### config.mk
export PLATFORM = sky130hd
export DESIGN_NAME = hit_resolver_flat
export DESIGN_NICKNAME = d
export VERILOG_FILES = /design/src/rtl/fighter_pkg.sv /design/src/rtl/hit_resolver_if.sv /design/src/rtl/hit_resolver_attack_fsm.sv /design/src/rtl/hit_resolver.sv /design/src/flat_wrapper.sv
export SDC_FILE = /design/constraint.sdc
export NUM_CORES = 1
export LEC_CHECK = 0
export ABC_CLOCK_PERIOD_IN_PS = 3420
export BUFFER_PORTS_ARGS = -buffer_cell sky130_fd_sc_hd__buf_2
export CORE_ASPECT_RATIO = 1.75
export CORE_MARGIN = 5
export CORE_UTILIZATION = 46
export DETAILED_ROUTE_END_ITERATION = 12
export PLACE_DENSITY = 0.65
export RECOVER_POWER = 25
export SYNTH_ARGS = -nofsm -noshare
export SYNTH_HDL_FRONTEND = slang
export SYNTH_SLANG_ARGS = --single-unit
### constraint.sdc
create_clock -name CLK_20Hz -period 3.42 [get_ports CLK_20Hz]
set_input_delay 0 -clock CLK_20Hz [delete_from_list [all_inputs] [get_ports CLK_20Hz]]
set_output_delay 0 -clock CLK_20Hz [all_outputs]
set_load 0.05 [all_outputs]
### src/rtl/fighter_pkg.sv
// Shared fighter encodings and default tuning constants for the resolver, sprite and HUD blocks.
// Pure declarations: no logic, no latency.
package fighter_pkg;

    typedef enum logic [1:0] {
        ST_IDLE    = 2'b00,
        ST_ACTIVE  = 2'b01,
        ST_RECOVER = 2'b10
    } atk_state_e;

    typedef enum logic [1:0] {
        WIN_NONE = 2'b00,
        WIN_P1   = 2'b01,
        WIN_P2   = 2'b10,
        WIN_DRAW = 2'b11
    } winner_e;

    localparam int unsigned DEF_MAX_HEALTH     = 100;
    localparam int unsigned DEF_PUNCH_DMG      = 5;
    localparam int unsigned DEF_KICK_DMG       = 8;
    localparam int unsigned DEF_ACTIVE_TICKS   = 4;
    localparam int unsigned DEF_COOLDOWN_TICKS = 6;
    localparam int unsigned DEF_HITSTUN_TICKS  = 10;

    function automatic logic [6:0] sat_sub(input logic [6:0] a, input logic [6:0] b);
        return (a > b) ? (a - b) : 7'd0;
    endfunction

endpackage

### src/rtl/hit_resolver_if.sv
// Collision/button inputs and fighter status outputs of the hit resolver.
// master drives flags and buttons, slave (the resolver) drives status.
interface hit_resolver_if;

    logic       p1_collision;
    logic       p2_collision;
    logic       p1_punch;
    logic       p1_kick;
    logic       p2_punch;
    logic       p2_kick;
    logic [6:0] p1_health;
    logic [6:0] p2_health;
    logic [1:0] p1_attack_state;
    logic [1:0] p2_attack_state;
    logic       p1_hitstun;
    logic       p2_hitstun;
    logic       p1_hit_pulse;
    logic       p2_hit_pulse;
    logic       game_over;
    logic [1:0] winner;

    modport master (
        output p1_collision, p2_collision, p1_punch, p1_kick, p2_punch, p2_kick,
        input  p1_health, p2_health, p1_attack_state, p2_attack_state,
        input  p1_hitstun, p2_hitstun, p1_hit_pulse, p2_hit_pulse, game_over, winner
    );

    modport slave (
        input  p1_collision, p2_collision, p1_punch, p1_kick, p2_punch, p2_kick,
        output p1_health, p2_health, p1_attack_state, p2_attack_state,
        output p1_hitstun, p2_hitstun, p1_hit_pulse, p2_hit_pulse, game_over, winner
    );

endinterface

### src/rtl/hit_resolver_attack_fsm.sv
// Per-player attack phase machine: button edge detect, attack-type latch, phase counter, landed flag.
// State changes one tick after the sampled button edge; no backpressure.
module attack_fsm
    import fighter_pkg::*;
#(
    parameter int unsigned ACTIVE_TICKS   = DEF_ACTIVE_TICKS,
    parameter int unsigned COOLDOWN_TICKS = DEF_COOLDOWN_TICKS,
    parameter int unsigned PUNCH_DMG      = DEF_PUNCH_DMG,
    parameter int unsigned KICK_DMG       = DEF_KICK_DMG
) (
    input  logic       CLK_20Hz,
    input  logic       reset,
    input  logic       punch_i,
    input  logic       kick_i,
    input  logic       start_en_i,
    input  logic       force_recover_i,
    input  logic       hold_idle_i,
    input  logic       land_i,
    output atk_state_e state_o,
    output logic [6:0] dmg_o,
    output logic       landed_o
);

    localparam logic [3:0] ACT_LOAD  = 4'(ACTIVE_TICKS - 1);
    localparam logic [3:0] COOL_LOAD = 4'(COOLDOWN_TICKS - 1);

    atk_state_e state_q, state_d;
    logic [3:0] cnt_q, cnt_d;
    logic       punch_prev_q, kick_prev_q;
    logic       is_kick_q, is_kick_d;
    logic       landed_q, landed_d;
    logic       punch_edge, kick_edge;

    assign punch_edge = punch_i & ~punch_prev_q;
    assign kick_edge  = kick_i & ~kick_prev_q;

    always_ff @(posedge CLK_20Hz) begin
        if (!reset) begin
            state_q      <= ST_IDLE;
            cnt_q        <= 4'd0;
            punch_prev_q <= 1'b0;
            kick_prev_q  <= 1'b0;
            is_kick_q    <= 1'b0;
            landed_q     <= 1'b0;
        end else begin
            state_q      <= state_d;
            cnt_q        <= cnt_d;
            punch_prev_q <= punch_i;
            kick_prev_q  <= kick_i;
            is_kick_q    <= is_kick_d;
            landed_q     <= landed_d;
        end
    end

    always_comb begin
        state_d   = state_q;
        cnt_d     = cnt_q;
        is_kick_d = is_kick_q;
        landed_d  = landed_q | land_i;
        if (hold_idle_i) begin
            state_d  = ST_IDLE;
            cnt_d    = 4'd0;
            landed_d = 1'b0;
        end else if (force_recover_i && state_q != ST_IDLE) begin
            // Being hit cuts the attack short and restarts a full recovery.
            state_d = ST_RECOVER;
            cnt_d   = COOL_LOAD;
        end else begin
            case (state_q)
                ST_IDLE: begin
                    if (start_en_i && (punch_edge || kick_edge)) begin
                        state_d   = ST_ACTIVE;
                        cnt_d     = ACT_LOAD;
                        is_kick_d = kick_edge;
                        landed_d  = 1'b0;
                    end
                end
                ST_ACTIVE: begin
                    if (cnt_q == 4'd0) begin
                        state_d = ST_RECOVER;
                        cnt_d   = COOL_LOAD;
                    end else begin
                        cnt_d = cnt_q - 4'd1;
                    end
                end
                ST_RECOVER: begin
                    if (cnt_q == 4'd0) begin
                        state_d = ST_IDLE;
                    end else begin
                        cnt_d = cnt_q - 4'd1;
                    end
                end
                default: begin
                    state_d = ST_IDLE;
                    cnt_d   = 4'd0;
                end
            endcase
        end
    end

    assign state_o  = state_q;
    assign dmg_o    = is_kick_q ? 7'(KICK_DMG) : 7'(PUNCH_DMG);
    assign landed_o = landed_q;

endmodule

### src/rtl/hit_resolver.sv
// Resolves collisions and attack phases into health, hit-stun, hit pulses and KO/winner state.
// All outputs registered; a landing condition at edge j is visible after edge j.
module hit_resolver
    import fighter_pkg::*;
#(
    parameter int unsigned MAX_HEALTH     = DEF_MAX_HEALTH,
    parameter int unsigned PUNCH_DMG      = DEF_PUNCH_DMG,
    parameter int unsigned KICK_DMG       = DEF_KICK_DMG,
    parameter int unsigned ACTIVE_TICKS   = DEF_ACTIVE_TICKS,
    parameter int unsigned COOLDOWN_TICKS = DEF_COOLDOWN_TICKS,
    parameter int unsigned HITSTUN_TICKS  = DEF_HITSTUN_TICKS
) (
    input  logic           CLK_20Hz,
    input  logic           reset,
    hit_resolver_if.slave  bus
);

    localparam logic [6:0] HEALTH_INIT  = 7'(MAX_HEALTH);
    localparam logic [3:0] HITSTUN_LOAD = 4'(HITSTUN_TICKS);

    atk_state_e p1_state, p2_state;
    logic [6:0] p1_dmg, p2_dmg;
    logic       p1_landed, p2_landed;
    logic       p1_lands, p2_lands;

    logic [6:0] p1_health_q, p1_health_d, p2_health_q, p2_health_d;
    logic [3:0] p1_stun_cnt_q, p1_stun_cnt_d, p2_stun_cnt_q, p2_stun_cnt_d;
    logic       p1_hitstun_q, p1_hitstun_d, p2_hitstun_q, p2_hitstun_d;
    logic       p1_pulse_q, p1_pulse_d, p2_pulse_q, p2_pulse_d;
    logic       game_over_q, game_over_d;
    winner_e    winner_q, winner_d;
    logic       p1_ko, p2_ko;

    // pN_lands: player N lands its attack on the opponent this tick.
    assign p1_lands = (p1_state == ST_ACTIVE) && !p1_landed && bus.p2_collision
                      && !p2_hitstun_q && !game_over_q;
    assign p2_lands = (p2_state == ST_ACTIVE) && !p2_landed && bus.p1_collision
                      && !p1_hitstun_q && !game_over_q;

    attack_fsm #(
        .ACTIVE_TICKS(ACTIVE_TICKS), .COOLDOWN_TICKS(COOLDOWN_TICKS),
        .PUNCH_DMG(PUNCH_DMG), .KICK_DMG(KICK_DMG)
    ) u_p1_fsm (
        .CLK_20Hz(CLK_20Hz), .reset(reset),
        .punch_i(bus.p1_punch), .kick_i(bus.p1_kick),
        .start_en_i(!p1_hitstun_q && !game_over_q),
        .force_recover_i(p2_lands), .hold_idle_i(game_over_q), .land_i(p1_lands),
        .state_o(p1_state), .dmg_o(p1_dmg), .landed_o(p1_landed)
    );

    attack_fsm #(
        .ACTIVE_TICKS(ACTIVE_TICKS), .COOLDOWN_TICKS(COOLDOWN_TICKS),
        .PUNCH_DMG(PUNCH_DMG), .KICK_DMG(KICK_DMG)
    ) u_p2_fsm (
        .CLK_20Hz(CLK_20Hz), .reset(reset),
        .punch_i(bus.p2_punch), .kick_i(bus.p2_kick),
        .start_en_i(!p2_hitstun_q && !game_over_q),
        .force_recover_i(p1_lands), .hold_idle_i(game_over_q), .land_i(p2_lands),
        .state_o(p2_state), .dmg_o(p2_dmg), .landed_o(p2_landed)
    );

    always_ff @(posedge CLK_20Hz) begin
        if (!reset) begin
            p1_health_q   <= HEALTH_INIT;
            p2_health_q   <= HEALTH_INIT;
            p1_stun_cnt_q <= 4'd0;
            p2_stun_cnt_q <= 4'd0;
            p1_hitstun_q  <= 1'b0;
            p2_hitstun_q  <= 1'b0;
            p1_pulse_q    <= 1'b0;
            p2_pulse_q    <= 1'b0;
            game_over_q   <= 1'b0;
            winner_q      <= WIN_NONE;
        end else begin
            p1_health_q   <= p1_health_d;
            p2_health_q   <= p2_health_d;
            p1_stun_cnt_q <= p1_stun_cnt_d;
            p2_stun_cnt_q <= p2_stun_cnt_d;
            p1_hitstun_q  <= p1_hitstun_d;
            p2_hitstun_q  <= p2_hitstun_d;
            p1_pulse_q    <= p1_pulse_d;
            p2_pulse_q    <= p2_pulse_d;
            game_over_q   <= game_over_d;
            winner_q      <= winner_d;
        end
    end

    always_comb begin
        p1_health_d   = p1_health_q;
        p2_health_d   = p2_health_q;
        p1_stun_cnt_d = 4'd0;
        p2_stun_cnt_d = 4'd0;
        p1_pulse_d    = 1'b0;
        p2_pulse_d    = 1'b0;
        game_over_d   = game_over_q;
        winner_d      = winner_q;
        p1_ko         = 1'b0;
        p2_ko         = 1'b0;
        if (!game_over_q) begin
            p1_pulse_d    = p2_lands;
            p2_pulse_d    = p1_lands;
            p1_stun_cnt_d = p2_lands ? HITSTUN_LOAD
                          : (p1_stun_cnt_q != 4'd0) ? p1_stun_cnt_q - 4'd1 : 4'd0;
            p2_stun_cnt_d = p1_lands ? HITSTUN_LOAD
                          : (p2_stun_cnt_q != 4'd0) ? p2_stun_cnt_q - 4'd1 : 4'd0;
            if (p2_lands) p1_health_d = sat_sub(p1_health_q, p2_dmg);
            if (p1_lands) p2_health_d = sat_sub(p2_health_q, p1_dmg);
            p1_ko = (p1_health_d == 7'd0);
            p2_ko = (p2_health_d == 7'd0);
            if (p1_ko || p2_ko) begin
                game_over_d = 1'b1;
                winner_d    = (p1_ko && p2_ko) ? WIN_DRAW : (p1_ko ? WIN_P2 : WIN_P1);
            end
        end
        p1_hitstun_d = (p1_stun_cnt_d != 4'd0);
        p2_hitstun_d = (p2_stun_cnt_d != 4'd0);
    end

    assign bus.p1_health       = p1_health_q;
    assign bus.p2_health       = p2_health_q;
    assign bus.p1_attack_state = p1_state;
    assign bus.p2_attack_state = p2_state;
    assign bus.p1_hitstun      = p1_hitstun_q;
    assign bus.p2_hitstun      = p2_hitstun_q;
    assign bus.p1_hit_pulse    = p1_pulse_q;
    assign bus.p2_hit_pulse    = p2_pulse_q;
    assign bus.game_over       = game_over_q;
    assign bus.winner          = winner_q;

endmodule

### src/flat_wrapper.sv
// flat-port wrapper written by rule: the top's interface ports become plain ports
module hit_resolver_flat import fighter_pkg::*;
#(
    parameter int unsigned MAX_HEALTH     = DEF_MAX_HEALTH,
    parameter int unsigned PUNCH_DMG      = DEF_PUNCH_DMG,
    parameter int unsigned KICK_DMG       = DEF_KICK_DMG,
    parameter int unsigned ACTIVE_TICKS   = DEF_ACTIVE_TICKS,
    parameter int unsigned COOLDOWN_TICKS = DEF_COOLDOWN_TICKS,
    parameter int unsigned HITSTUN_TICKS  = DEF_HITSTUN_TICKS
)
  (CLK_20Hz, reset, bus_p1_collision, bus_p2_collision, bus_p1_punch, bus_p1_kick, bus_p2_punch, bus_p2_kick, bus_p1_health, bus_p2_health, bus_p1_attack_state, bus_p2_attack_state, bus_p1_hitstun, bus_p2_hitstun, bus_p1_hit_pulse, bus_p2_hit_pulse, bus_game_over, bus_winner);
  hit_resolver_if bus_i ();
  input  logic CLK_20Hz;
  input  logic reset;
  input wire logic [$bits(bus_i.p1_collision)-1:0] bus_p1_collision;
  input wire logic [$bits(bus_i.p2_collision)-1:0] bus_p2_collision;
  input wire logic [$bits(bus_i.p1_punch)-1:0] bus_p1_punch;
  input wire logic [$bits(bus_i.p1_kick)-1:0] bus_p1_kick;
  input wire logic [$bits(bus_i.p2_punch)-1:0] bus_p2_punch;
  input wire logic [$bits(bus_i.p2_kick)-1:0] bus_p2_kick;
  output wire logic [$bits(bus_i.p1_health)-1:0] bus_p1_health;
  output wire logic [$bits(bus_i.p2_health)-1:0] bus_p2_health;
  output wire logic [$bits(bus_i.p1_attack_state)-1:0] bus_p1_attack_state;
  output wire logic [$bits(bus_i.p2_attack_state)-1:0] bus_p2_attack_state;
  output wire logic [$bits(bus_i.p1_hitstun)-1:0] bus_p1_hitstun;
  output wire logic [$bits(bus_i.p2_hitstun)-1:0] bus_p2_hitstun;
  output wire logic [$bits(bus_i.p1_hit_pulse)-1:0] bus_p1_hit_pulse;
  output wire logic [$bits(bus_i.p2_hit_pulse)-1:0] bus_p2_hit_pulse;
  output wire logic [$bits(bus_i.game_over)-1:0] bus_game_over;
  output wire logic [$bits(bus_i.winner)-1:0] bus_winner;
  assign bus_i.p1_collision = bus_p1_collision;
  assign bus_i.p2_collision = bus_p2_collision;
  assign bus_i.p1_punch = bus_p1_punch;
  assign bus_i.p1_kick = bus_p1_kick;
  assign bus_i.p2_punch = bus_p2_punch;
  assign bus_i.p2_kick = bus_p2_kick;
  assign bus_p1_health = bus_i.p1_health;
  assign bus_p2_health = bus_i.p2_health;
  assign bus_p1_attack_state = bus_i.p1_attack_state;
  assign bus_p2_attack_state = bus_i.p2_attack_state;
  assign bus_p1_hitstun = bus_i.p1_hitstun;
  assign bus_p2_hitstun = bus_i.p2_hitstun;
  assign bus_p1_hit_pulse = bus_i.p1_hit_pulse;
  assign bus_p2_hit_pulse = bus_i.p2_hit_pulse;
  assign bus_game_over = bus_i.game_over;
  assign bus_winner = bus_i.winner;
  hit_resolver #(.MAX_HEALTH(MAX_HEALTH), .PUNCH_DMG(PUNCH_DMG), .KICK_DMG(KICK_DMG), .ACTIVE_TICKS(ACTIVE_TICKS), .COOLDOWN_TICKS(COOLDOWN_TICKS), .HITSTUN_TICKS(HITSTUN_TICKS)) u_core (.CLK_20Hz(CLK_20Hz), .reset(reset), .bus(bus_i));
endmodule
==> out/metrics.cfg, run 1 <==
[status]
outcome = finished clean

[power]
irDropWorstVdd_v = 0.000426
leakage_uw = 0.00115
p_per_area_mw_per_mm2 = 761

[cts]
path_clk_slew_ns = 0.09
cts_buffers = 5
clock_path_buffers = 2
clock_latency_ns = 0.31
clkSinkCount = 49
cts_tree = yes
cts_root_buf = clkbuf_8
cts_max_level = 2

[setup_path]
cp_data_arrival_time_ns = 2.71
r2r_cells = 6
reg2reg_to = u_core.bus.winner[1]$_SDFFE_PN0P_
rr_startpoint = u_core.bus.game_over$_SDFF_PN0_
crit_fanout = 9
crit_end = u_core.bus.winner[1]$_SDFFE_PN0P_
r2r_slack_ns = 0.92
startpoint_type = flip-flop
setup.worst_path.start = u_core.bus.game_over$_SDFF_PN0_
crit_path_end_kind = flip-flop
crit_type = flip-flop to flip-flop
worstPathRequired_ns = 3.63

[route]
via_per_inst = 5.66
route.detailed.drc = 0
ant_nets = 0
dr.pass1.iters = 4
wirelength_um = 6590
num_vias = 2540
drt_iter0_drc = 100
wl_per_cell_um = 14.7

[yosys]
synth_top_cell_by_area = dfxtp_1
synth_sequential_area_ratio = 0.358
synth_area_leaders = dfxtp_1 (36%), ha_1 (5.5%), a21oi_1 (4.8%)
synth_cell_types = 59
synth-xor-area-share = 0.0320
async_flop_share = 0
synth_edf_count = 0
ys_ff_latch = 49
synth.mux.area_fraction = 0.0110
post_synth.cell_area_avg_sq_um = 8.05
synth_adder_area_share = 0.0549
synth_fp_nets = 360
synth_top_family_by_area = simple AND/OR/NAND/NOR gates
synth_compound_area_frac = 0.236
netlist_instances = 340
syn_area_sq_mm = 0.00274
synthSimpleGateAreaFrac = 0.256
yosys_warnings = 0
synthFlopType = dfxtp_1
yosysTopAreaCellShare = 0.358

[cells_and_area]
seq_area_sq_um = 981
final_cell_mix = dfxtp_1 (49), nor2_1 (31), a21oi_1 (26)
utilization = 0.531
nFillCells = 620
drive_above_1_share = 0.0916
area_delta_synth_final_pct = 13.3
layout.nets = 390
n_antenna_cell = 0
final_common_cell = dfxtp_1
multi_input_area_sq_mm = 0.00162
postLayoutCellArea_sq_mm = 0.00310

[floorplan]
dieArea_sq_mm = 0.00765
die_width_um = 68.3
die_y_um = 112
row_count = 37
core-area_sq_mm = 0.00583
initial_core_util = 0.469
io_pins = 33

[placed_design]
hpwl_um = 4930
dpl_cell_area_sq_mm = 0.00295
dp_slack_ns = 0.915
globalplace.congestion = 0.893
port_buffers = 32

[global_route]
antenna_found_initial = 0
gr-total-overflow = 0
track_usage = 0.190
grt_pass1_vias = 2458
grt_max_degree = 26
grt_first_pass_wirelength_um = 11500

[timing]
finalSetupTns_ns = 0
rsz0062_at_grt = false
setup_viol = 0
relSlewSlack = 0.443
worst_pin_slew_ns = 0.833
period_needed_ns = 2.50
drv_slew = 0
fmax_mhz = 400
hold_viol_final = 0
skew_ns = 0.00521
post-route-period-util = 0.731
postLayoutSetupSlackWorst_ns = 0.919

[flow_run]
drv_cap = 0

[worst_hold_path]
hold_class = primary input to flip-flop

## Yosys cell counts, types with 4 or more instances
| cell type | n |
|---|---|
| o31ai_1 | 6 |
| o21ai_0 | 19 |
| nor2b_1 | 8 |
| nand2b_1 | 9 |
| and2_1 | 5 |
| nand2_1 | 25 |
| a31oi_1 | 7 |
| o211ai_1 | 4 |
| nor4_1 | 9 |
| nand3_1 | 7 |
| inv_1 | 17 |
| nor3_1 | 21 |
| dfxtp_1 | 49 |
| ha_1 | 12 |
| nor2_1 | 31 |
| xor2_1 | 4 |
| a21oi_1 | 26 |
| nand3b_1 | 4 |
| clkbuf_1 | 15 |
| xnor2_1 | 6 |
## stage by stage
stage,total power [uW],hold slack (ns),instances
after global routing,2540,0.370,449
after CTS,2390,0.289,449
after detailed placement,1930,0.216,436
after floorplan,1690,0.122,340
after global placement,1920,0.218,436
final,2360,0.306,449
## logic make-up after synthesis
kind of cell / Yosys count
XOR/XNOR: 10
AO/OA/AOI/OAI: 96
flip-flops: 49
multiplexers: 3
AND/OR/NAND/NOR: 135
buffers and inverters: 35
adder cells (fa/ha/maj): 12
## worst max-delay path: stages, from the launching register on
cell and delay (ns):
dfxtp_1 0.40, or4b_4 0.58, or2_0 0.23, o41a_1 0.43, a2111oi_2 0.38, o211ai_1 0.15, a32o_1 0.22
## cell type report
cell class                      count  area share
Sequential cell                    49       0.317
Inverter                           17      0.0206
Clock buffer                        6      0.0266
Clock inverter                      2      0.0121
Multi-Input combinational cell    256       0.521
Tap cell                           78      0.0315
Timing Repair Buffer               41      0.0715
## worst min-delay path by stage
stage / start / to / cells after the start
after floorplan: bus_p1_kick / u_core.u_p1_fsm.kick_prev_q$_SDFF_PN0_ / 1
after global placement: bus_p2_punch / u_core.u_p2_fsm.punch_prev_q$_SDFF_PN0_ / 2
after detailed placement: bus_p2_kick / u_core.u_p2_fsm.kick_prev_q$_SDFF_PN0_ / 2
after CTS: bus_p1_collision / u_core.bus.p1_health[1]$_SDFFE_PN0N_ / 4
after global routing: bus_p1_collision / u_core.bus.p1_health[1]$_SDFFE_PN0N_ / 4
final: bus_p1_collision / u_core.bus.p1_health[1]$_SDFFE_PN0N_ / 4
## where the power goes
group          switching [uW]  total [uW]  internal [uW]
logic                     689        1110            416
clock network             202         439            238
registers                 141         815            674
## what timing repair did
| item | CTS | global route |
|---|---|---|
| gates resized for setup | 0 | 0 |
| hold buffers | 5 | 0 |
| setup buffers | 0 | 0 |
| endpoints found under the hold margin | 6 | 0 |
## sequential cells by signal, summed over array words and instances, names as in the netlist, 2 cells and up
name                     count
u_core.u_p2_fsm.state_o      2
u_core.u_p2_fsm.cnt_q        4
u_core.p2_stun_cnt_q         4
u_core.u_p1_fsm.state_o      2
u_core.bus.winner            2
u_core.p1_stun_cnt_q         4
u_core.bus.p2_health         7
u_core.u_p1_fsm.cnt_q        4
u_core.bus.p1_health         7
## routing by layer
metal,GRT usage,routed length [um],up-vias
li1,-,-,1298
met1,0.224,2750,1178
met2,0.318,3410,44
met3,0.0340,211,20
met4,0.0983,224,0
met5,0,0,-
No activity file was read; power rests on OpenSTA's default activity.
==> run 2, diff against run 1 <==
ABC_AREA = 1   (was default)
ABC_CLOCK_PERIOD_IN_PS = 2300   (was 3420)
PLACE_DENSITY = 0.68   (was 0.65)
clock period = 2.3 ns   (was 3.42 ns; I/O delays follow)
==> run 2 against run 1 <==
Area after synthesis shrank 1.4%; critical path depth grew 6; wire length shrank 7.3%; critical path type unchanged; clock-buffer cell count is the same.
==> out/metrics.cfg, run 2 <==
[cts]
cts_tree = yes
clkSinkCount = 49  ; unchanged
cts_setup_buffers = 0  ; unchanged
path_clk_slew_ns = 0.09  ; about the same
cts_root_buf = clkbuf_8
cts_buffers = 5  ; unchanged
hold_buffers = 4  ; -1
clock_path_buffers = 2  ; unchanged
clock_latency_ns = 0.30  ; about the same
post_cts_resize_count = 0  ; unchanged
cts_max_level = 2  ; unchanged

[floorplan]
core-area_sq_mm = 0.00579  ; -0.79%
io_pins = 33  ; unchanged
initial_core_util = 0.466  ; -0.00273
row_count = 37  ; unchanged
die_width_um = 67.9  ; -0.59%
die_y_um = 111  ; -0.63%
dieArea_sq_mm = 0.00756  ; -1.2%

[setup_path]
crit_fanout = 16  ; +7
r2r_cells = 12  ; +6
rr_startpoint = u_core.bus.game_over$_SDFF_PN0_
crit_type = flip-flop to flip-flop
reg2reg_to = u_core.bus.game_over$_SDFF_PN0_
r2r_slack_ns = 0.35  ; -0.57 ns
crit_path_end_kind = flip-flop
worstPathRequired_ns = 2.51  ; -1.12 ns
startpoint_type = flip-flop
cp_data_arrival_time_ns = 2.16  ; -0.55 ns

[worst_hold_path]
hold_class = primary input to flip-flop
hold-path-cell-count = 2  ; -2
worstHoldEndpoint = u_core.bus.p2_health[2]$_SDFFE_PN1N_
worstHoldStart = reset

[timing]
drv_slew = 0  ; unchanged
fmax_mhz = 513  ; +28%
skew_ns = 0.00557  ; +0.000365 ns
post-route-period-util = 0.848  ; +0.117
worst_pin_slew_ns = 0.602  ; -0.231 ns
hold_viol_final = 0  ; unchanged
rsz0062_at_grt = false
relSlewSlack = 0.600  ; +0.157
setup_viol = 0  ; unchanged
period_needed_ns = 1.95  ; -0.550 ns
finalSetupTns_ns = 0  ; unchanged

[yosys]
syn_area_sq_mm = 0.00270  ; -1.4%
synth_cell_types = 37  ; -37%
synth_fp_nets = 416  ; +16%
synth_area_leaders = dfxtp_1 (36%), nand2_1 (12%), inv_1 (8.3%)
yosysTopAreaCellShare = 0.363  ; +0.00499
synth_edf_count = 0  ; unchanged
post_synth.cell_area_avg_sq_um = 6.82  ; -15%
ys_ff_latch = 49  ; unchanged
synth_top_cell_by_area = dfxtp_1
synth.most_common_cell = nand2_1
synth_sequential_area_ratio = 0.363  ; +0.00499
async_flop_share = 0  ; unchanged
synthTopCellsByCount = nand2_1 (89), inv_1 (60), nor2_1 (52)
yosys_warnings = 0  ; unchanged
synthFlopType = dfxtp_1
netlist_instances = 396  ; +16%

[cells_and_area]
n_antenna_cell = 0  ; unchanged
postLayoutCellArea_sq_mm = 0.00309  ; -0.32%
drive_above_1_share = 0.124  ; +0.0319
utilization = 0.534  ; +0.00252
area_delta_synth_final_pct = 14.5
layout.nets = 456  ; +17%
final_cell_mix = nand2_1 (89), inv_1 (60), nor2_1 (52)
final_common_cell = nand2_1
fin_cells = 515  ; +15%

[global_route]
gr-total-overflow = 0  ; unchanged
track_usage = 0.178  ; -0.0120
grt_first_pass_wirelength_um = 10800  ; -5.7%
grt_max_degree = 17  ; -35%
antenna_found_initial = 0  ; unchanged
grt_pass1_vias = 2598  ; +5.7%

[route]
route.detailed.drc = 0  ; unchanged
dr.pass1.iters = 4  ; unchanged
via_per_inst = 4.97  ; -12%
ant_nets = 0  ; unchanged
wl_per_cell_um = 11.9  ; -19%
drt_iter0_drc = 127  ; +27%
num_vias = 2561  ; +0.83%
wirelength_um = 6110  ; -7.3%

[power]
leakage_uw = 0.00151  ; +31%
p_per_area_mw_per_mm2 = 1260  ; +66%
irDropWorstVdd_v = 0.000678  ; +59%

[placed_design]
placedCellCount = 503  ; +15%
dpl_cell_area_sq_mm = 0.00295  ; about the same
globalplace.congestion = 0.859  ; -3.8%
port_buffers = 32  ; unchanged
hpwl_um = 4750  ; -3.7%

[flow_run]
drv_cap = 0  ; unchanged

[status]
outcome = finished clean

==> run 2: final cells by class <==
| class | count | area (sq um) |
|---|---|---|
| clock buffer | 6 | 82.6 |
| clock inverter | 2 | 37.5 |
| fill | 574 | 2700 |
| inverter | 66 | 248 |
| multi-input combinational | 276 | 1450 |
| sequential | 49 | 981 |
| tap | 78 | 97.6 |
| timing repair buffer | 38 | 195 |
==> run 2: per-layer routing <==
layer  wire length, um  up-vias  global-route usage
met5                 0        -                   0
met4               115        0              0.0637
met3               237        9              0.0365
met2              3210       50               0.316
met1              2550     1161               0.203
li1                  -     1341                   -
==> run 2: worst max-delay path by stage <==
stage                                              start                                 to  slack [ns]  cells past startpoint
global placement         u_core.bus.game_over$_SDFF_PN0_    u_core.bus.game_over$_SDFF_PN0_        0.36                     12
CTS                      u_core.bus.game_over$_SDFF_PN0_    u_core.bus.game_over$_SDFF_PN0_        0.36                     12
global route             u_core.bus.game_over$_SDFF_PN0_    u_core.bus.game_over$_SDFF_PN0_        0.06                     12
floorplan           u_core.bus.p1_health[3]$_SDFFE_PN0N_  u_core.bus.winner[0]$_SDFFE_PN0P_        0.28                     13
detailed placement       u_core.bus.game_over$_SDFF_PN0_    u_core.bus.game_over$_SDFF_PN0_        0.37                     12
finish                   u_core.bus.game_over$_SDFF_PN0_    u_core.bus.game_over$_SDFF_PN0_        0.35                     12
==> run 2: cells by family (layout without fill, tap and decap cells) <==
family                     Yosys count  after routing  synth area share
AOI/OAI and AO/OA                   59             59             0.130
xor gates and xnor gates             4              4            0.0130
adders and majority gates           12             12            0.0556
buffers and inverters               71            112             0.100
DFF                                 49             49             0.363
and+or+nand+nor                    201            201             0.338
==> run 2: critical path: stages, from the launching register on <==
cell     delay [ns]
dfxtp_1        0.38
nor2_2         0.24
nand4_2        0.39
nor2_1         0.25
nand3_1        0.12
nand2_1        0.07
inv_1          0.06
nand2_1        0.08
nor2_2         0.05
nand2_1        0.05
nand3_1        0.06
nand2_1        0.07
inv_1          0.04
==> run 2: power by group <==
group	internal (uW)	switching (uW)
sequential	1050	184
combinational	626	1400
clock	354	296
total	2030	1880
==> run 2: through the flow <==
step / hold slack (ns) / power, uW / worst slack (ns)
3_3_place_gp: 0.192 / 3260 / 0.356
4_1_cts: 0.0226 / 3940 / 0.357
5_1_grt: 0.0379 / 4270 / 0.0638
6_report: 0.0258 / 3910 / 0.349
3_5_place_dp: 0.197 / 3270 / 0.375
2_1_floorplan: 0.0935 / 2850 / 0.279
